**config.mk**
```make
export PLATFORM = sky130hd
export DESIGN_NAME = dsp_ar_order_ctrl
export DESIGN_NICKNAME = d
export VERILOG_FILES = /design/src/rtl/dsp_pkg.sv /design/src/rtl/dsp_order_queue.sv /design/src/rtl/dsp_ar_order_ctrl.sv
export SDC_FILE = /design/constraint.sdc
export NUM_CORES = 1
export LEC_CHECK = 0
export BUFFER_PORTS_ARGS = -buffer_cell sky130_fd_sc_hd__buf_2
export CAP_MARGIN = 20
export CORE_AREA = 3 3 85 87
export DETAILED_ROUTE_END_ITERATION = 16
export DIE_AREA = 0 0 88 90
export PLACE_DENSITY = 0.71
export SLEW_MARGIN = 20
export SYNTH_ARGS = -nofsm -noshare
export SYNTH_HDL_FRONTEND = slang
export SYNTH_HIERARCHICAL = 1
export SYNTH_SLANG_ARGS = --single-unit
```
**constraint.sdc**
```tcl
create_clock -name ACLK_i -period 7.4 [get_ports ACLK_i]
set_input_delay 1.11 -clock ACLK_i [delete_from_list [all_inputs] [get_ports ACLK_i]]
set_output_delay 1.11 -clock ACLK_i [all_outputs]
set_load 0.02 [all_outputs]
```
**src/rtl/dsp_pkg.sv**
```systemverilog
// Shared definitions for the read-order scheduling slice.
//   AXI_LEN_W      : AXI4 ARLEN width.
//   clog2_min1     : ceil(log2(n)), but never below 1 (index widths).
//   order_entry_t  : one outstanding read burst {slv_id, len}.
//   ord_state_e    : scheduler FSM states.
package dsp_pkg;

    localparam int AXI_LEN_W = 8;

    function automatic int clog2_min1(input int n);
        int r;
        r = 0;
        while ((1 << r) < n) r++;
        return (r < 1) ? 1 : r;
    endfunction

    localparam int DEF_SLV_AMT  = 2;
    localparam int DEF_SLV_ID_W = clog2_min1(DEF_SLV_AMT);

    typedef struct packed {
        logic [DEF_SLV_ID_W-1:0] slv_id;
        logic [AXI_LEN_W-1:0]    len;
    } order_entry_t;

    typedef enum logic {
        ST_IDLE  = 1'b0,
        ST_BURST = 1'b1
    } ord_state_e;

endpackage

```
**src/rtl/dsp_order_queue.sv**
```systemverilog
// Circular buffer of outstanding read bursts, in AR acceptance order.
// Ports:
//   clk, rst            : clock, synchronous active-high reset
//   push, push_data     : write an entry at the tail
//   pop                 : retire the head entry
//   head                : current head entry
//   head_next           : entry that will be at the head after this cycle's
//                         push/pop (only meaningful if the queue is non-empty then)
//   count, full, empty  : occupancy
module dsp_order_queue
    import dsp_pkg::*;
#(
    parameter int DEPTH = 4,
    parameter int CNT_W = $clog2(DEPTH + 1)
) (
    input  logic               clk,
    input  logic               rst,
    input  logic               push,
    input  order_entry_t       push_data,
    input  logic               pop,
    output order_entry_t       head,
    output order_entry_t       head_next,
    output logic [CNT_W-1:0]   count,
    output logic               full,
    output logic               empty
);

    localparam int PTR_W = $clog2(DEPTH);

    order_entry_t     mem [DEPTH];
    logic [PTR_W-1:0] wr_ptr;
    logic [PTR_W-1:0] rd_ptr;
    logic [PTR_W-1:0] rd_ptr_nxt;
    logic             drains;

    // DEPTH is a power of two, so pointers wrap by natural overflow.
    always_ff @(posedge clk) begin
        if (rst) begin
            wr_ptr <= '0;
            rd_ptr <= '0;
            count  <= '0;
        end else begin
            if (push) wr_ptr <= wr_ptr + PTR_W'(1);
            if (pop)  rd_ptr <= rd_ptr + PTR_W'(1);
            case ({push, pop})
                2'b10:   count <= count + CNT_W'(1);
                2'b01:   count <= count - CNT_W'(1);
                default: count <= count;
            endcase
        end
    end

    always_ff @(posedge clk) begin
        if (push) mem[wr_ptr] <= push_data;
    end

    assign full  = (count == CNT_W'(DEPTH));
    assign empty = (count == '0);
    assign head  = mem[rd_ptr];

    // When the queue runs dry this cycle, the only candidate for the next
    // head is the entry being written right now (it is not in mem yet).
    always_comb begin
        rd_ptr_nxt = pop ? (rd_ptr + PTR_W'(1)) : rd_ptr;
        drains     = pop ? (count == CNT_W'(1)) : empty;
        head_next  = drains ? push_data : mem[rd_ptr_nxt];
    end

endmodule

```
**src/rtl/dsp_ar_order_ctrl.sv**
```systemverilog
// Per-master read-order scheduler. Records the owning slave of every accepted
// AR burst and steers the RDATA dispatcher to the oldest one; retires it on
// the master-side RLAST handshake and checks beat count against ARLEN.
// Ports:
//   ACLK_i, ARESET_i           : clock, synchronous active-high reset
//   ar_valid_i/slv_id_i/len_i  : AR request from the AR dispatcher
//   ar_ready_i / ar_ready_o    : downstream AR ready / gated ready to master
//   m_RVALID_i/RREADY_i/RLAST_i: master-side R channel observation
//   dsp_AR_slv_id_o            : registered slave select to RDATA dispatcher
//   dsp_AR_disable_o           : registered forwarding disable (1 when idle)
//   outst_cnt_o                : queued bursts
//   r_len_err_o                : sticky burst-length error
//   state_dbg_o                : FSM state for observation
// Handshake: a transfer happens on a cycle where valid and ready are both
// high; valid never depends on ready. AR: ar_valid_i/ar_ready_o. R: RVALID/RREADY
// while forwarding is enabled.
module dsp_ar_order_ctrl
    import dsp_pkg::*;
#(
    parameter int SLV_AMT     = 2,
    parameter int SLV_ID_W    = clog2_min1(SLV_AMT),
    parameter int LEN_W       = AXI_LEN_W,
    parameter int OUTST_DEPTH = 4,
    parameter int CNT_W       = $clog2(OUTST_DEPTH + 1)
) (
    input  logic                ACLK_i,
    input  logic                ARESET_i,
    input  logic                ar_valid_i,
    input  logic [SLV_ID_W-1:0] ar_slv_id_i,
    input  logic [LEN_W-1:0]    ar_len_i,
    input  logic                ar_ready_i,
    output logic                ar_ready_o,
    input  logic                m_RVALID_i,
    input  logic                m_RREADY_i,
    input  logic                m_RLAST_i,
    output logic [SLV_ID_W-1:0] dsp_AR_slv_id_o,
    output logic                dsp_AR_disable_o,
    output logic [CNT_W-1:0]    outst_cnt_o,
    output logic                r_len_err_o,
    output ord_state_e          state_dbg_o
);

    localparam logic [LEN_W:0] BEAT_MAX = {1'b1, {LEN_W{1'b0}}};

    ord_state_e        state_q, state_nxt;
    logic [SLV_ID_W-1:0] slv_id_q;
    logic [LEN_W:0]    beat_cnt;
    logic              len_err_q;

    logic              q_full, q_empty;
    logic [CNT_W-1:0]  q_count;
    order_entry_t      q_wdata, q_head, q_head_next;
    logic              push, rhs, pop, len_bad;
    logic [LEN_W:0]    head_len;

    // No bypass: a full queue refuses the AR even if a burst retires now.
    assign ar_ready_o = ar_ready_i & ~q_full & ~ARESET_i;
    assign push       = ar_valid_i & ar_ready_o;
    assign rhs        = m_RVALID_i & m_RREADY_i & ~dsp_AR_disable_o;
    assign pop        = rhs & m_RLAST_i & ~q_empty;

    always_comb begin
        q_wdata        = '0;
        q_wdata.slv_id = DEF_SLV_ID_W'(ar_slv_id_i);
        q_wdata.len    = AXI_LEN_W'(ar_len_i);
    end

    dsp_order_queue #(
        .DEPTH (OUTST_DEPTH),
        .CNT_W (CNT_W)
    ) u_queue (
        .clk       (ACLK_i),
        .rst       (ARESET_i),
        .push      (push),
        .push_data (q_wdata),
        .pop       (pop),
        .head      (q_head),
        .head_next (q_head_next),
        .count     (q_count),
        .full      (q_full),
        .empty     (q_empty)
    );

    assign head_len = {1'b0, LEN_W'(q_head.len)};

    // Wrong length on RLAST, or a beat past ARLEN that is not marked last.
    assign len_bad = (pop & (beat_cnt != head_len)) |
                     (rhs & ~m_RLAST_i & (beat_cnt == head_len));

    always_comb begin
        state_nxt = state_q;
        case (state_q)
            ST_IDLE:  if (push) state_nxt = ST_BURST;
            ST_BURST: if (pop && !push && (q_count == CNT_W'(1))) state_nxt = ST_IDLE;
            default:  state_nxt = ST_IDLE;
        endcase
    end

    always_ff @(posedge ACLK_i) begin
        if (ARESET_i) begin
            state_q   <= ST_IDLE;
            slv_id_q  <= '0;
            beat_cnt  <= '0;
            len_err_q <= 1'b0;
        end else begin
            state_q <= state_nxt;
            // Loading from the next head gives back-to-back bursts without a
            // bubble; in IDLE the select keeps its last value.
            if (state_nxt == ST_BURST) slv_id_q <= SLV_ID_W'(q_head_next.slv_id);
            if (pop)
                beat_cnt <= '0;
            else if (rhs && (beat_cnt != BEAT_MAX))
                beat_cnt <= beat_cnt + (LEN_W+1)'(1);
            if (len_bad) len_err_q <= 1'b1;
        end
    end

    assign dsp_AR_slv_id_o  = slv_id_q;
    assign dsp_AR_disable_o = (state_q == ST_IDLE);
    assign outst_cnt_o      = q_count;
    assign r_len_err_o      = len_err_q;
    assign state_dbg_o      = state_q;

endmodule

```
Word-level counts from Yosys, hierarchy flattened. Memory sizes are Yosys's and may differ from the RTL's. A register that Yosys moved wholly into a read port is not among the register bits. Cells that the tools add are included. W data, S select, Z words.

Add/sub/neg operators: 5. Multipliers: 0. Reductions and logical operators: 7. Div/mod/pow operators: 0. Equal/unequal tests: 7. Shift-type cells: 0. Bitwise operators: 16. Order comparisons: 0. Muxes and demuxes: 9.

Operators by type and width (number): $and A1 B1 Y1 (10); $add A9 B1 Y9 const B (1); $eq A9 B8 Y1 (1); $mux W9 (1); $ne A9 B8 Y1 (1); $ne A9 B9 Y1 const B (1); $pmux W3 S2 (1); $not A1 Y1 (5); $add A2 B1 Y2 const B (2); $mux W1 (4); $mux W2 (2); $add A3 B1 Y3 const B (1); $eq A3 B1 Y1 const B (1); $eq A3 B3 Y1 const B (1); $logic_and A1 B1 Y1 (3); $logic_not A3 Y1 (1); $sub A3 B1 Y3 const B (1); $eq A2 B1 Y1 const B (1); $eq A2 B2 Y1 const B (1); $pmux W1 S2 (1); $reduce_bool A2 Y1 (1); $reduce_or A2 Y1 (1); $logic_not A1 Y1 (1); $or A1 B1 Y1 (1).

Memory bits (writable): 36. Output and inout bits: 8. Bits in latches: 0. Bits in read-only memories: 0. Word-level logic and storage cells: 52. Bits in registers: 19. Input port bits: 16. Memories kept: 1.

Memories: u_queue.mem (depth 4, width 9, rd ports 2, clocked after Yosys merged registers in 1, wr ports 1, line dsp_order_queue.sv:30) `order_entry_t mem [DEPTH];`.

Longest topological paths before layout. Gate-level depths: netlist of run 1.

Word-level depth: 10. Depth in mapped cells: 14. Depth with buffers taken out: 11.

By module. Netlist of run 1, hierarchy kept.

By module, submodules not included: dsp_order_queue (times used 1, cells each 196, sequential area each 1221.2 sq um, area each 2562.5 sq um); dsp_ar_order_ctrl (times used 1, cells each 87, sequential area each 240.2 sq um, area each 780.7 sq um).

Worst setup path before layout of run 1. OpenSTA, ideal clock, no wires.

Path kind: input to register. Start: input m_RREADY_i. End: register slv_id_q, in the netlist dsp_AR_slv_id_o. Stages: 10. Setup slack: 4585 ps. Data required time: 7330 ps. Arrival: 2745 ps. Buffers on the path: 2. Setup time: 70 ps. Cells stage by stage: and4b_1 -> nand2_1 -> inv_1 -> buf_6 -> buf_12 -> mux2i_1 -> mux4_2 -> a31oi_1 -> a21bo_2 -> a21oi_1.

RTL lines: from (decl) (line dsp_ar_order_ctrl.sv:34) `input logic m_RREADY_i,`; to (signal assigned) (line dsp_ar_order_ctrl.sv:109) `if (state_nxt == ST_BURST) slv_id_q <= SLV_ID_W'(q_head_next.slv_id);`; to (decl) (line dsp_ar_order_ctrl.sv:46) `logic [SLV_ID_W-1:0] slv_id_q;`.

==> results by group, run 1 <==
STA
  – # setup viols final: 0
  – Worst slew pin tran: 0.769 ns
  – Final Max Tran Viols: 0
  – Hold WS: 0.468 ns
  – Peak Freq: 351 MHz
  – Setup TNS: 0 ns
  – Unrepaired setup endpoints after global routing: no
  – Clock skew: 0.00671 ns
  – Final min period: 2.85 ns
  – Final Hold Fails: 0
  – Slew HR: 48.7%
  – Period utilization: 38.5%

Clock tree
  – CTS tree: done
  – Number of buffers created by CTS: 5
  – Worst-path clk slew: 0.11 ns
  – # hold bufs at CTS: 0
  – Post-CTS sizing: 0
  – Clock insertion delay at the later pin of the skew report: 0.31 ns
  – Clock sink count: 55
  – Clock root cell: clkbuf_8
  – Clk buf depth: 2
  – H-tree levels: 2
  – Post-CTS setup buffers: 0

Power and ir drop
  – Switching fraction of total power: 21.6%
  – Switching pwr: 124 µW
  – Int Pwr: 448 µW
  – Clock group share of total power: 36.3%
  – Power per cell area: 198 mW/mm²
  – Maximum VDD drop: 0.0923 mV
  – Reg power frac: 58.3%
  – Gate power share: 5.4%
  – Static leakage: 0.00103 µW

Worst hold path
  – Worst hold path type: reg -> reg
  – Worst hold start: dsp_AR_slv_id_o$_SDFFE_PP0P_

Final layout
  – Multi-input gate area: 0.00105 mm²
  – Most common cell after layout, fill and taps aside: edfxtp_1
  – Fin area: 0.00289 mm²
  – Growth of design area from synthesis to finish: 7.53%
  – Final core occ: 45.1%
  – # nets final: 246
  – Final Non-Filler Cells: 297
  – Register area: 0.00146 mm²
  – Layout fillers: 584
  – Antenna Cells: 0
  – Layout cells sized above 1: 23.2%
  – Most frequent cells in the layout: 36 x edfxtp_1, 23 x buf_2, 19 x dfxtp_1

Place
  – PortBufs: 23
  – DP Area: 0.00278 mm²
  – DP Wirelength: 3010 µm
  – Placer Congestion: 0.772
  – DP Cell Count: 289

Die
  – Initial Utilization: 41.9%
  – Die Area: 0.00792 mm²
  – Chip height: 90 µm
  – Row cnt: 29
  – IO Pins: 24
  – Core ar.: 0.00642 mm²
  – Die width: 88 µm

Drt
  – Routed WL: 4390 µm
  – Via count: 1499
  – Drt first-iter violations: 75
  – DR vias/cell: 5.05
  – DR pass1 iterations: 4
  – Antenna-violating nets left: 0
  – # DRC: 0
  – WL/cell: 14.8 µm

Critical path
  – Critical Path Fanout Max: 11
  – Worst path required time: 7.65 ns
  – Crit end category: register
  – R2R Path Start: u_queue/count[0]$_SDFFE_PP0P_
  – Setup crit start: u_queue/count[0]$_SDFFE_PP0P_
  – Crit path DAT: 3.09 ns
  – R2R setup slack: 4.55 ns
  – Startpoint types: register
  – CP Class: reg -> reg

GRT
  – Pin count of the biggest net entering global routing: 20
  – Number of global-route vias before repair: 1485
  – Initial antenna violation count: 0
  – First-pass GRT wire length: 7230 µm
  – Grt total ovfl: 0
  – GRT Util Overall: 11.7%

Synth
  – Synth Instances: 207
  – Syn nets: 234
  – Netlist Area Pre-Place: 0.00269 mm²
  – Avg Cell Area, Syn: 13.0 µm²
  – Syn. warnings: 6

Run
  – Max cap viols: 0

Status
  – Outcome: completed
-- per-layer routing --
layer	global-route usage, %	part of all wire (%)	vias to the layer above
met1	15.9	47	717
met2	18.5	48	29
met3	2.74	4.2	2
li1	-	-	751
met5	0	0	-
met4	3.84	0.39	0
-- critical path: stages, from the launching register on --
cell and delay [ns]:
dfxtp_1 0.47, inv_1 0.10, ha_1 0.25, nor2b_1 0.15
and4b_1 0.27, nand2_1 0.10, inv_1 0.31, mux2i_1 0.15
mux4_2 0.48, a31oi_1 0.16, a21bo_2 0.23, a21oi_1 0.13
-- cell type report --
type	instances	area share [%]
Clock buffer	5	2.38
Clock inverter	3	1.73
Inverter	14	1.82
Multi-Input combinational cell	120	36.3
Sequential cell	55	50.5
Tap cell	77	3.33
Timing Repair Buffer	23	3.98
-- per-stage QoR --
step                      setup WS [ns]  total power, µW
after global routing               4.33              593
final                              4.55              572
after floorplan                    4.62              359
after global placement             4.47              370
after CTS                          4.52              578
after detailed placement           4.39              371
-- registers in the layout, indices dropped and copies added, names as in the netlist --
name,cells
beat_cnt,9
u_queue/wr_ptr,2
dsp_AR_slv_id_o,1
u_queue/rd_ptr,2
u_queue/count,3
r_len_err_o,1
state_dbg_o,1
u_queue/mem,36
-- power by group through the flow --
stage / Sequential (µW) / Combinational [µW] / Clock [µW]
after floorplan: 341 / 17.9 / 0
after global placement: 340 / 30.2 / 0
after detailed placement: 340 / 30.9 / 0
after CTS: 333 / 31.3 / 213
after global routing: 334 / 34.7 / 225
final: 333 / 30.9 / 208
-- path summary, 6_finish.rpt --
check | end | cells past startpoint
max | dsp_AR_slv_id_o$_SDFFE_PP0P_ | 11
min reg2reg | dsp_AR_slv_id_o$_SDFFE_PP0P_ | 2
max reg2reg | dsp_AR_slv_id_o$_SDFFE_PP0P_ | 11
min | dsp_AR_slv_id_o$_SDFFE_PP0P_ | 2
(Power assumes the default switching activity.)
==> run 2: changes to the inputs <==
==> constraint.sdc (replaced) <==
create_clock -name ACLK_i -period 2.8 [get_ports ACLK_i]
set_input_delay 0.42 -clock ACLK_i [delete_from_list [all_inputs] [get_ports ACLK_i]]
set_output_delay 0.42 -clock ACLK_i [all_outputs]
set_load 0.02 [all_outputs]
==> run 2 against run 1 <==
Compared with the run above: count of clock-buffer cells in the layout unchanged; design area is 1.1% higher; critical path depth stayed put; power increased to 2.7 times the previous value; via count is 3.7% higher; first-iteration DRC count fell by 69%; sequential power increased to 2.6 times the previous value; hold slack worse by 0.15 ns; utilization is 0.49 points higher; critical path type unchanged; critical endpoint unchanged; highest routed layer unchanged.
==> results by group, run 2 (synthesis gave the netlist of run 1 again) <==
Place
  – Pre-CTS setup slack: 0.0907 ns
  – DP Wirelength: 3200 µm
  – PortBufs: 23
  – Placer Congestion: 0.812

Drt
  – Via count: 1554
  – Drt first-iter violations: 23
  – DR vias/cell: 5.16
  – WL/cell: 15.0 µm
  – Antenna-violating nets left: 0
  – Routed WL: 4520 µm
  – # DRC: 0
  – DR pass1 iterations: 4

STA
  – # setup viols final: 0
  – Unrepaired setup endpoints after global routing: no
  – Slew HR: 64.6%
  – Final Hold Fails: 0
  – Clock skew: 0.00802 ns
  – Worst slew pin tran: 0.527 ns
  – Peak Freq: 397 MHz
  – Setup TNS: 0 ns
  – Final min period: 2.52 ns
  – Final Max Tran Viols: 0
  – Worst Slack Setup Final: 0.280 ns
  – Period utilization: 90.0%

Critical path
  – Crit end category: register
  – Worst path slowest cell: mux4_2
  – Worst r2r path cells: 11
  – RR Endpoint: dsp_AR_slv_id_o$_SDFFE_PP0P_
  – R2R Path Start: u_queue/count[0]$_SDFFE_PP0P_
  – CP Class: reg -> reg
  – Critical Path Fanout Max: 7
  – Crit path DAT: 2.76 ns
  – Cell Chain, Critical Path: inv_1, ha_1, nor2b_1, and4b_1, nand2_1, inv_2, mux2i_1, mux4_2, a31oi_1, a21bo_2, a21oi_1
  – Setup crit end: dsp_AR_slv_id_o$_SDFFE_PP0P_
  – Setup crit start: u_queue/count[0]$_SDFFE_PP0P_
  – Startpoint types: register
  – R2R setup slack: 0.28 ns
  – Crit path largest cell delay: 0.45 ns
  – Worst path required time: 3.04 ns

Clock tree
  – Clock sink count: 55
  – Number of buffers created by CTS: 5
  – Clk buf depth: 2
  – Clock root cell: clkbuf_8
  – H-tree levels: 2
  – Worst-path clk slew: 0.10 ns
  – Clock insertion delay at the later pin of the skew report: 0.31 ns
  – CTS tree: done
  – Post-CTS setup buffers: 0
  – # hold bufs at CTS: 0
  – Post-CTS sizing: 0

Worst hold path
  – Worst hold path type: in -> reg

Die
  – Die Area: 0.00792 mm²
  – Row cnt: 29
  – IO Pins: 24
  – Initial Utilization: 41.9%
  – Die width: 88 µm
  – Chip height: 90 µm
  – Core ar.: 0.00642 mm²

GRT
  – First-pass GRT wire length: 7490 µm
  – Grt total ovfl: 0
  – Initial antenna violation count: 0
  – Pin count of the biggest net entering global routing: 20
  – GRT Util Overall: 12.5%
  – Number of global-route vias before repair: 1538

Final layout
  – Most frequent cells in the layout: 36 x edfxtp_1, 23 x buf_2, 18 x dfxtp_1
  – Most common cell after layout, fill and taps aside: edfxtp_1
  – Growth of design area from synthesis to finish: 8.69%
  – Layout cells sized above 1: 25.4%
  – Biggest regs: u_queue/mem x36, beat_cnt x9, u_queue/count x3
  – Max FFs per register: 36
  – Antenna Cells: 0
  – Layout fillers: 590
  – # nets final: 250
  – Most flops, register: u_queue/mem

Power and ir drop
  – Power per cell area: 519 mW/mm²
  – Static leakage: 0.00105 µW
  – Maximum VDD drop: 0.313 mV
  – Total Power: 1520 µW

Run
  – Max cap viols: 0

Status
  – Outcome: completed
## run 2: cell types whose count changed in the layout (fill, tap and decap cells not counted), sizes merged
cell  before  now
buf       23   27
## run 2: worst min-delay path by stage
stage | from | end | slack, ns | depth (start not counted)
finish | ar_len_i[3] | u_queue/mem[3][3]$_DFFE_PP_ | 0.32 | 1
global route | ar_len_i[0] | u_queue/mem[0][0]$_DFFE_PP_ | 0.30 | 1
CTS | ar_len_i[5] | u_queue/mem[2][5]$_DFFE_PP_ | 0.31 | 1
detailed placement | dsp_AR_slv_id_o$_SDFFE_PP0P_ | dsp_AR_slv_id_o$_SDFFE_PP0P_ | 0.48 | 2
global placement | dsp_AR_slv_id_o$_SDFFE_PP0P_ | dsp_AR_slv_id_o$_SDFFE_PP0P_ | 0.46 | 2
floorplan | ARESET_i | dsp_AR_slv_id_o$_SDFFE_PP0P_ | 0.49 | 1
## run 2: per-stage QoR
stage	util, %	instances	area [µm²]	hold WS, ns
after global placement	43.7	293	2810	0.464
after floorplan	-	207	2690	0.489
after global routing	45.5	301	2930	0.301
after CTS	45.5	301	2920	0.310
after detailed placement	43.7	293	2810	0.480
final	45.5	301	2930	0.319
## run 2: area by class of cell
class	count	area (µm²)	area share [%]
clock buffer	5	68.8	2.35
clock inverter	3	50.0	1.71
inverter	14	52.6	1.80
multi-input combinational	120	1050	35.9
sequential	55	1460	50.0
tap	77	96.3	3.29
timing repair buffer	27	145	4.96
## run 2: metal layers
layer  part of all wire [%]  GRT usage (%)
met1                     45           16.0
met2                     49           19.8
met3                    4.1           3.20
met4                    1.8           5.37
met5                      0              0
## run 2: report_power, final
part | internal, µW | switching [µW] | total, µW
combinational | 35.5 | 46.8 | 82.3
sequential | 874 | 7.03 | 881
clock | 276 | 279 | 555
total | 1190 | 333 | 1520
## run 2: critical path: cells and delay by family, from the launching register on
| kind | cells | cell delay, ns |
|---|---|---|
| flops | 1 | 0.40 |
| compound gates | 3 | 0.55 |
| mux | 2 | 0.54 |
| simple gates | 3 | 0.51 |
| buf+inv | 2 | 0.23 |
| fa+ha+maj | 1 | 0.23 |
